### src/rtl/pipe_ctrl_pkg.sv
// Shared definitions for the pipeline sequencing controller: state encoding
// and parameter defaults.
package pipe_ctrl_pkg;

    typedef enum logic [1:0] {
        RUN     = 2'd0,
        MD_REQ  = 2'd1,
        MD_WAIT = 2'd2,
        HALT    = 2'd3
    } pipe_state_e;

    localparam int unsigned MD_MAX_WAIT_DEF = 32;
    localparam int unsigned CNT_W_DEF       = 16;

endpackage

### src/rtl/pipe_sat_counter.sv
// Saturating up-counter with synchronous active-low reset; holds at all-ones.
module pipe_sat_counter #(
    parameter int unsigned W = 16
) (
    input  logic         clk,
    input  logic         rst_n,
    input  logic         inc,
    output logic [W-1:0] count
);

    always_ff @(posedge clk) begin
        if (!rst_n) begin
            count <= '0;
        end else if (inc && (count != {W{1'b1}})) begin
            count <= count + 1'b1;
        end
    end

endmodule

### src/rtl/pipe_stall_ctrl.sv
// Pipeline stall/flush/bubble sequencer with mul/div handshake and watchdog.
// Define PIPE_STALL_CNT_EN to build the stall/flush performance counters.
//
// state   | meaning
// RUN     | normal flow; hazards decoded combinationally
// MD_REQ  | pipeline held, md_req asserted until md_ack
// MD_WAIT | pipeline held, waiting for md_done
// HALT    | pipeline frozen for debug, halt_ack high
module pipe_stall_ctrl
    import pipe_ctrl_pkg::*;
#(
    parameter int unsigned MD_MAX_WAIT = MD_MAX_WAIT_DEF,
    parameter int unsigned CNT_W       = CNT_W_DEF
) (
    input  logic             clk,
    input  logic             rst_n,
    input  logic             load_use_stall,
    input  logic             branch_taken_EX,
    input  logic             md_op_EX,
    input  logic             md_ack,
    input  logic             md_done,
    input  logic             halt_req,
    output logic             pc_en,
    output logic             ifid_en,
    output logic             idex_en,
    output logic             exmem_en,
    output logic             ifid_flush,
    output logic             idex_bubble,
    output logic             exmem_bubble,
    output logic             md_req,
    output logic             halt_ack,
    output logic             md_timeout,
    output logic [CNT_W-1:0] stall_cnt,
    output logic [CNT_W-1:0] flush_cnt
);

    localparam logic [7:0] WD_LAST = 8'(MD_MAX_WAIT - 1);

    pipe_state_e state_q, state_d;
    logic [7:0]  wd_cnt;
    logic        md_req_q;
    logic        md_timeout_q;
    logic        timeout_set;
    logic        md_release;

    always_ff @(posedge clk) begin
        if (!rst_n) begin
            state_q      <= RUN;
            wd_cnt       <= 8'd0;
            md_req_q     <= 1'b0;
            md_timeout_q <= 1'b0;
        end else begin
            state_q      <= state_d;
            md_req_q     <= (state_d == MD_REQ);
            md_timeout_q <= md_timeout_q | timeout_set;
            if (state_q == RUN && state_d == MD_REQ) begin
                wd_cnt <= 8'd0;
            end else if (state_q == MD_REQ || state_q == MD_WAIT) begin
                wd_cnt <= wd_cnt + 8'd1;
            end
        end
    end

    always_comb begin
        state_d      = state_q;
        pc_en        = 1'b0;
        ifid_en      = 1'b0;
        idex_en      = 1'b0;
        exmem_en     = 1'b0;
        ifid_flush   = 1'b0;
        idex_bubble  = 1'b0;
        exmem_bubble = 1'b0;
        halt_ack     = 1'b0;
        timeout_set  = 1'b0;
        md_release   = 1'b0;

        case (state_q)
            RUN: begin
                pc_en    = 1'b1;
                ifid_en  = 1'b1;
                idex_en  = 1'b1;
                exmem_en = 1'b1;
                if (halt_req) begin
                    state_d = HALT;
                end else if (branch_taken_EX) begin
                    ifid_flush  = 1'b1;
                    idex_bubble = 1'b1;
                end else if (md_op_EX) begin
                    pc_en        = 1'b0;
                    ifid_en      = 1'b0;
                    idex_en      = 1'b0;
                    exmem_bubble = 1'b1;
                    state_d      = MD_REQ;
                end else if (load_use_stall) begin
                    pc_en       = 1'b0;
                    ifid_en     = 1'b0;
                    idex_bubble = 1'b1;
                end
            end
            MD_REQ, MD_WAIT: begin
                exmem_en     = 1'b1;
                exmem_bubble = 1'b1;
                // In MD_REQ a done only counts when the unit also acknowledges.
                md_release   = md_done && (state_q == MD_WAIT || md_ack);
                if (md_release) begin
                    pc_en        = 1'b1;
                    ifid_en      = 1'b1;
                    idex_en      = 1'b1;
                    exmem_bubble = 1'b0;
                    state_d      = halt_req ? HALT : RUN;
                end else if (wd_cnt == WD_LAST) begin
                    pc_en       = 1'b1;
                    ifid_en     = 1'b1;
                    idex_en     = 1'b1;
                    timeout_set = 1'b1;
                    state_d     = RUN;
                end else if (state_q == MD_REQ && md_ack) begin
                    state_d = MD_WAIT;
                end
            end
            HALT: begin
                halt_ack = 1'b1;
                if (!halt_req) begin
                    state_d = RUN;
                end
            end
            default: state_d = RUN;
        endcase

        if (!rst_n) begin
            pc_en        = 1'b0;
            ifid_en      = 1'b0;
            idex_en      = 1'b0;
            exmem_en     = 1'b0;
            ifid_flush   = 1'b0;
            idex_bubble  = 1'b0;
            exmem_bubble = 1'b0;
            halt_ack     = 1'b0;
        end
    end

    assign md_req     = md_req_q & rst_n;
    assign md_timeout = md_timeout_q;

`ifdef PIPE_STALL_CNT_EN
    pipe_sat_counter #(.W(CNT_W)) u_stall_cnt (
        .clk   (clk),
        .rst_n (rst_n),
        .inc   (~pc_en & rst_n),
        .count (stall_cnt)
    );

    pipe_sat_counter #(.W(CNT_W)) u_flush_cnt (
        .clk   (clk),
        .rst_n (rst_n),
        .inc   (ifid_flush),
        .count (flush_cnt)
    );
`else
    assign stall_cnt = '0;
    assign flush_cnt = '0;
`endif

endmodule

### config.mk
export PLATFORM = sky130hd
export DESIGN_NAME = pipe_stall_ctrl
export DESIGN_NICKNAME = d
export VERILOG_FILES = /design/src/rtl/pipe_ctrl_pkg.sv /design/src/rtl/pipe_sat_counter.sv /design/src/rtl/pipe_stall_ctrl.sv
export SDC_FILE = /design/constraint.sdc
export NUM_CORES = 1
export LEC_CHECK = 0
export CORE_MARGIN = 2
export CORE_UTILIZATION = 42
export CTS_BUF_LIST = sky130_fd_sc_hd__clkbuf_8
export DETAILED_ROUTE_END_ITERATION = 8
export PLACE_DENSITY = 0.89
export SLEW_MARGIN = 40
export SYNTH_ARGS = -nofsm -noshare
export SYNTH_HDL_FRONTEND = slang
export SYNTH_SLANG_ARGS = --single-unit
export TNS_END_PERCENT = 1
### constraint.sdc
create_clock -name clk -period 2.25 [get_ports clk]
set_clock_uncertainty 0.2 [all_clocks]
set_input_delay 0.45 -clock clk [delete_from_list [all_inputs] [get_ports clk]]
set_output_delay 0.45 -clock clk [all_outputs]
set_load 0.02 [all_outputs]
==> results of run 1 <==
cells in the final DEF, fill, tap and decap left out, types with 3 or more instances in the layout:
cell                              netlist  layout
sky130_fd_sc_hd__buf_4                 33      28
sky130_fd_sc_hd__nand4_1                4       4
sky130_fd_sc_hd__ha_1                   5       5
sky130_fd_sc_hd__inv_1                  4       4
sky130_fd_sc_hd__dfxtp_1               12      12
sky130_fd_sc_hd__xnor2_1                3       3
sky130_fd_sc_hd__and2_1                 3       3
sky130_fd_sc_hd__conb_1                 1      32
sky130_fd_sc_hd__nand2b_1               3       3
sky130_fd_sc_hd__buf_2                  1       3
sky130_fd_sc_hd__nor2_1                15      14
sky130_fd_sc_hd__dlygate4sd2_1          0       3
sky130_fd_sc_hd__nand2_1                6       6
sky130_fd_sc_hd__xor2_1                 4       4
sky130_fd_sc_hd__a21oi_1                5       4
sky130_fd_sc_hd__clkbuf_8               0       4
sky130_fd_sc_hd__clkdlybuf4s50_1        0       8
state kept, by name (all words and copies together), names as in the netlist:
signal and cells:
md_timeout 1, wd_cnt 8, md_req_q 1, state_q 2
what timing repair did:
| item | 4_1_cts | 5_1_grt |
|---|---|---|
| hold endpoints to repair | 0 | 0 |
| endpoints found under the setup margin | 9 | 6 |
| resized for setup | 17 | 10 |
| gates cloned | 0 | 0 |
per-layer routing:
layer,vias to the layer above,GRT usage (%)
li1,454,-
met1,418,17.5
met2,26,30.5
met3,4,5.00
met4,0,9.83
met5,-,0
synth_stat cells (all sizes together) (2+ instances only):
library cell and count:
a21oi 5, xor2 4, nand4 4, o21ai 5
a31oi 2, nand2b 3, inv 5, o211ai 2
and2 3, a21o 2, nor2b 2, clkbuf 2
buf 34, a32oi 2, dfxtp 12, nand2 6
xnor2 3, and3 2, ha 5, nor2 15
o31ai 2
kinds of logic (layout without fill, tap and decap cells):
family,count (synthesis),count (layout)
buf+inv,41,54
simple gates,38,38
compound gates,23,23
flops,12,12
xor+xnor,7,7
fa+ha+maj,5,5
other cells,1,32
mux,1,1
worst min path at each step:
| stage | from | end | depth (start not counted) |
|---|---|---|---|
| global route | md_timeout$_SDFF_PN0_ | md_timeout$_SDFF_PN0_ | 2 |
| detailed placement | md_timeout$_SDFF_PN0_ | md_timeout$_SDFF_PN0_ | 2 |
| global placement | md_timeout$_SDFF_PN0_ | md_timeout$_SDFF_PN0_ | 2 |
| finish | md_timeout$_SDFF_PN0_ | md_timeout$_SDFF_PN0_ | 2 |
| floorplan | wd_cnt[7]$_SDFFE_PP0P_ | wd_cnt[7]$_SDFFE_PP0P_ | 2 |
| CTS | md_timeout$_SDFF_PN0_ | md_timeout$_SDFF_PN0_ | 2 |
critical path, cell delays in order:
cell	delay [ns]
sky130_fd_sc_hd__clkdlybuf4s50_1	0.53
sky130_fd_sc_hd__o21ai_4	0.09
sky130_fd_sc_hd__o21ai_1	0.09
sky130_fd_sc_hd__nand2_1	0.11
sky130_fd_sc_hd__a21oi_2	0.14
sky130_fd_sc_hd__buf_2	0.18
stage by stage:
step           hold WS, ns  area, sq um  setup WS [ns]  TNS, ns  utilization (%)
6_report             0.302         1360         0.0119        0             59.5
5_1_grt              0.335         1360        -0.0442   -0.175             59.5
4_1_cts              0.308         1360         -0.168   -0.342             59.6
3_5_place_dp         0.294         1310         -0.450    -2.94             57.4
3_3_place_gp         0.277         1310         -0.411    -2.59             57.4
2_1_floorplan        0.286         1150         0.0807        0                -
area by class of cell:
type	count	area share [%]
flip-flops and latches	12	17.7
repair buffers	45	26.4
well taps	28	2.59
multi-input cells	106	47.8
inverters	5	1.39
clock buffers	4	4.06
where the power goes:
part	leakage (nW)	switching, W	internal, W	total [W]
registers	0.0977	0.0000247	0.000249	0.000274
clock network	0.0288	0.0000843	0.000155	0.000239
logic	0.563	0.000426	0.000357	0.000783
total	0.689	0.000535	0.000762	0.00130
==> impl.org, run 1 <==
** Run status
- Status :: completed

** Yosys
- Synth cell types :: 33
- Fraction of synthesized cell area taken by the top area cell type :: 24.0%
- Yosys attributes the largest share of cell area to sky130_fd_sc_hd__buf_4, sky130_fd_sc_hd__dfxtp_1, sky130_fd_sc_hd__ha_1.
- After Yosys synthesis, full adders, half adders and majority gates account for 6.06% of the synthesized area.
- Fraction of registers with async set/reset :: 0%
- Synth Area in Compound Gates :: between 10% and 20%
- Yosys printed 0 warnings.
- For this run, the register share of the synthesized area comes to 23.3%.
- Counting every instance in the synthesized netlist gives 128.
- Number of storage elements in the synthesis netlist :: 12
- Yosys mapped a number of flops with a built-in enable equal to 0.
- Mux share of post-synthesis cell area :: less than 1%
- For this run, the leading register cell type out of synthesis is sky130_fd_sc_hd__dfxtp_1.
- By area, the combinational part of the netlist is dominated by buffers and inverters.
- Parity-gate share of the synthesized area counting xor and xnor cells :: under 10%
- Post-Syn Area per Cell :: 8.06 sq um
- Simple-gate portion of the synthesized area :: between 20% and 30%
- Of all cell types, the one taking the most synthesized area is sky130_fd_sc_hd__buf_4.
- Synthesized cell area :: 1030 sq um

** STA
- Final cycle utilization of the critical path :: 99.5%
- For this run, the top clock speed supported by timing is 447 MHz.
- Max-slew violation count :: 0
- Setup repair after global routing missed its margin :: yes
- Number of setup violations in the final report :: 0
- The final hold violation count came to 0.
- Post-layout minimum cycle time :: 2.24 ns

** Setup path
- CP startpoint kind :: input pin
- STA classifies the critical path endpoint as an output pin.
- Critical path class :: input pin to output pin
- The worst register-to-register path has a setup slack of ~0.45 ns.
- Worst r2r dst :: wd_cnt[7]$_SDFFE_PP0P_
- Capturing element of the worst setup path :: ifid_en
- Required time reported for the critical path endpoint :: ~1.6 ns
- Tracing the worst setup path back leads to its startpoint at md_ack.
- Along the worst path, the maximum fanout reaches 4.
- The worst register-to-register path begins at state_q[0]$_SDFF_PN0_.
- Data on the critical path arrives at its endpoint at 1.59 ns.
- Length in cells of the worst reg-to-reg path :: 7

** Finish
- Fill cells in the final layout number 213.
- In the final layout, the share of cells above drive strength 1 is 27.3%.
- Seq. cell area :: 240 sq um
- Summing all multi-input logic gate instances after layout gives around 650 sq um.
- Antenna diode count :: 0
- Net count, final :: 186
- Leaving out filler cells and counting taps, the final layout contains 200.
- Layout-stage area growth over the synthesis result :: 31.3%

** Clock tree
- Hold Buf Count CTS :: 0
- TritonCTS built the clock tree.
- Number of buffers created by CTS :: 3
- Depth of the CTS H-tree :: 1
- Skew-Pair Late Insertion Delay :: 0.24 ns
- Clock-pin slew on the worst setup and hold paths :: 0.05 ns
- Post-CTS setup repair buffer count :: 0
- Maximum count of clock buffers along a single path :: 2
- CTS saw 12 sinks.
- The tree is rooted in a sky130_fd_sc_hd__clkbuf_8.

** Detailed routing
- Number of vias after detailed routing :: about 900
- In the routed design, unresolved DRC markers number 0.
- Wire length per cell :: 10.8 microns
- Met2 Routed Length :: 1.17 mm
- Routed met3 length :: 103 microns
- Signal routing reaches up to met4.
- WL met1 :: 847 microns
- Number of optimization iterations in the first detailed-route pass :: 4
- In the routed layout, each cell is associated on average with a via count of between 4 and 5.
- Antenna-violating nets left :: 0
- Total Routed Length :: approximately 2.2 mm
- For this block, the initial DRC count from the detailed router was 15.

** Placed design
- The number of placed instances, taps included, is 196.
- Once detailed placement completed, the half-perimeter wirelength came to 1.80 mm.
- Port buffering added 17 buffers.
- Placer's final routability congestion estimate :: roughly 0.9

** GRT
- Maximum number of pins on one net before global-route repair :: 10
- Global routing consumed, over all layers together, around 17% of the routing resources.
- Wire length of the first global-routing pass :: 3.42 mm
- Via count of the first global-routing pass :: 832
- The initial antenna violation count was 0.
- After global routing the overflow that remains totals 0.

** Floorplan
- Initial standard-cell utilization of the core :: 45.4%
- From left edge to right edge, the die measures roughly 54 microns.
- From bottom edge to top edge, the die measures 53.6 microns.
- Die outline area :: between 2000 and 3000 sq um
- Total core area :: 2280 sq um
- 50 I/O pins were placed.
- After floorplanning, the core was divided into 17 placement rows.

** Pwr
- Power, Total :: about 0.0013 W
- Worst ir drop on vdd :: roughly 0.57 mV
- Power density cells :: 957 nW/um^2
- Pleak :: just under 0.7 nW

** Flow run
- Number of maximum-capacitance constraint violations :: 0

** Hold path
- In this run the worst hold path is classified as flop to flop.
No activity file was read; power rests on OpenSTA's default activity.
==> inputs of run 2 (changes only) <==
CORE_MARGIN = 1.5   (was 2)
CTS_CLUSTER_DIAMETER = 30   (was unset)
==> impl.org, run 2 (synthesis gave the netlist of run 1 again) <==
** STA
- Setup repair after global routing missed its margin :: yes
- Based on the critical path, the design can be clocked at up to ~460 MHz.
- The final hold violation count was 0.
- Setup violations remaining at the end of the flow were counted as 0.
- Fin Setup TNS :: 0 ns
- The number of pins with negative max-slew slack in the final report was 0.
- Post-layout minimum cycle time :: 2.18 ns
- Final hold slack :: 0.296 ns
- Final cycle utilization of the critical path :: 97.1%

** Floorplan
- Initial standard-cell utilization of the core :: 45.4%
- 50 I/O pins were placed.
- The die is ~53 microns tall.
- The die covers 2760 sq um.
- Total core area :: about 2300 sq um
- Row generation in the floorplan step produced 17 rows.
- Measured along the x axis, the die boundary spans 52.6 microns.

** Flow run
- Number of maximum-capacitance constraint violations :: 0

** Finish
- Layout-stage area growth over the synthesis result :: 28.7%
- The filler cells instantiated in the layout total 197.
- Antenna diode count :: 0
- In the final design database the tool counted 184 nets.
- Top register by number of flip-flops :: wd_cnt
- In the final layout, the registers with the most flip-flops are wd_cnt x8, state_q x2.
- The post-route netlist has between 20% and 30% of its cells at a drive strength greater than 1.
- Leaving out fill and tap cells, the most frequent cells in the layout are sky130_fd_sc_hd__conb_1, sky130_fd_sc_hd__buf_4, sky130_fd_sc_hd__nor2_1, sky130_fd_sc_hd__dfxtp_1, sky130_fd_sc_hd__nand2_1.
- Commonest non-fill, non-tap cell in the layout :: sky130_fd_sc_hd__conb_1
- Number of flip-flops under the largest register name :: 8

** Run status
- Status :: completed

** Setup path
- The setup check on the worst reg-to-reg path leaves a slack of 0.44 ns.
- STA classifies the critical path startpoint as an input pin.
- CP max FO :: 3
- Length in cells of the worst reg-to-reg path :: 6
- Required time reported for the critical path endpoint :: ~1.6 ns
- Critical path endpoint category :: output pin
- Capturing element of the worst setup path :: idex_en
- In this run the worst setup path begins at md_done.
- The endpoint identified for the worst register-to-register timing path is md_req_q$_SDFF_PN0_.
- Data on the critical path arrives at its endpoint at 1.53 ns.
- In this run the critical register-to-register path is launched from state_q[1]$_SDFF_PN0_.
- The critical path is of the input pin to output pin type.

** Placed design
- The count of buffers added on input and output ports is 17.
- The congestion estimate from routability-driven global placement came to 0.862.
- Once detailed placement completed, the half-perimeter wirelength came to 1.72 mm.

** GRT
- The first global-routing pass estimated 3.38 mm of wire.
- Entering global routing, the biggest net connects 10 pins.
- Across every metal layer, demand over resource in global routing totals between 15 and 20%.
- The via count of the first global-routing pass came to 800.
- Global route total overflow :: 0
- Initial antenna violation count :: 0

** Clock tree
- At the later pin of the worst-skew pair, clock insertion delay measures 0.24 ns.
- In this run the clock root is driven by a sky130_fd_sc_hd__clkbuf_8.
- The number of clock buffers added by TritonCTS is 3.
- Clock Sinks :: 12
- After clock tree synthesis, the clock-pin slew on the worst setup and hold paths is about 0.05 ns.
- CTS built an H-tree with a depth of 1.
- Hold repair after CTS inserted 0 buffers.
- Maximum count of clock buffers along a single path :: 2
- Count of instances resized after the clock tree is built :: 18
- TritonCTS built the clock tree.
- Buffers added to address setup during post-CTS repair amount to 0.

** Detailed routing
- In this run, the number of DRC markers left after iteration 0 of detailed routing was 16.
- DR vias/cell :: 4.58
- The detail route stage leaves a number of antenna-violating nets equal to 0.
- After detailed routing, the average wire length per cell comes to ~11 microns.
- Total Routed Length :: around 2.2 mm
- For this run, design rule violations remaining after detail routing come to 0.
- The first detailed-routing pass took 4 iterations.
- Across all layers, the routed design uses 906 vias.

** Hold path
- The min-delay analysis places its worst path in the category flop to flop.

** Pwr
- For this design the static power due to leakage is 0.707 nW.
- Power density cells :: between 900 and 1000 nW/um^2
- Worst ir drop on vdd :: 0.634 mV
==> run 2: critical path: stages <==
cell and delay [ns]:
sky130_fd_sc_hd__clkdlybuf4s50_1 0.52, sky130_fd_sc_hd__o21ai_4 0.08, sky130_fd_sc_hd__o21ai_1 0.08, sky130_fd_sc_hd__nand2_1 0.09, sky130_fd_sc_hd__a21oi_1 0.15, sky130_fd_sc_hd__buf_4 0.17
==> run 2: worst min path at each step <==
stage	start	to	slack (ns)	cells past startpoint
2_1_floorplan	wd_cnt[7]$_SDFFE_PP0P_	wd_cnt[7]$_SDFFE_PP0P_	0.29	2
6_report	md_timeout$_SDFF_PN0_	md_timeout$_SDFF_PN0_	0.30	2
3_5_place_dp	md_timeout$_SDFF_PN0_	md_timeout$_SDFF_PN0_	0.29	2
3_3_place_gp	md_timeout$_SDFF_PN0_	md_timeout$_SDFF_PN0_	0.28	2
4_1_cts	md_timeout$_SDFF_PN0_	md_timeout$_SDFF_PN0_	0.30	2
5_1_grt	md_timeout$_SDFF_PN0_	md_timeout$_SDFF_PN0_	0.36	2
==> run 2: area by class of cell <==
type	count	area, sq um	share of cell area [%]
clock buffer	4	55.1	4.14
multi-input combinational	106	638	48.0
sequential	12	240	18.1
tap	28	35.0	2.64
timing repair buffer	43	342	25.7
inverter	5	18.8	1.41
==> run 2: per-layer routing <==
layer,wire length (microns),vias to the layer above,global-route usage [%]
met2,1090,37,29.0
met1,948,418,20.2
met3,140,0,4.29
met5,0,-,0
li1,-,451,-
met4,0,0,2.99
==> run 2: power by group <==
group | total, W | switching (W) | internal, W
sequential | 0.000269 | 0.0000198 | 0.000249
clock | 0.000227 | 0.0000732 | 0.000154
combinational | 0.000775 | 0.000426 | 0.000349
total | 0.00127 | 0.000519 | 0.000752
==> run 2: stage by stage <==
stage / cells / util [%] / worst slack [ns] / total power (W) / area, sq um
after CTS: 198 / 58.6 / -0.133 / 0.00127 / 1330
after global placement: 194 / 56.8 / -0.409 / 0.00105 / 1290
after floorplan: 159 / - / 0.0807 / 0.000795 / 1150
after global routing: 198 / 58.4 / -0.0000335 / 0.00136 / 1330
after detailed placement: 194 / 56.8 / -0.415 / 0.00107 / 1290
final: 198 / 58.4 / 0.0651 / 0.00127 / 1330
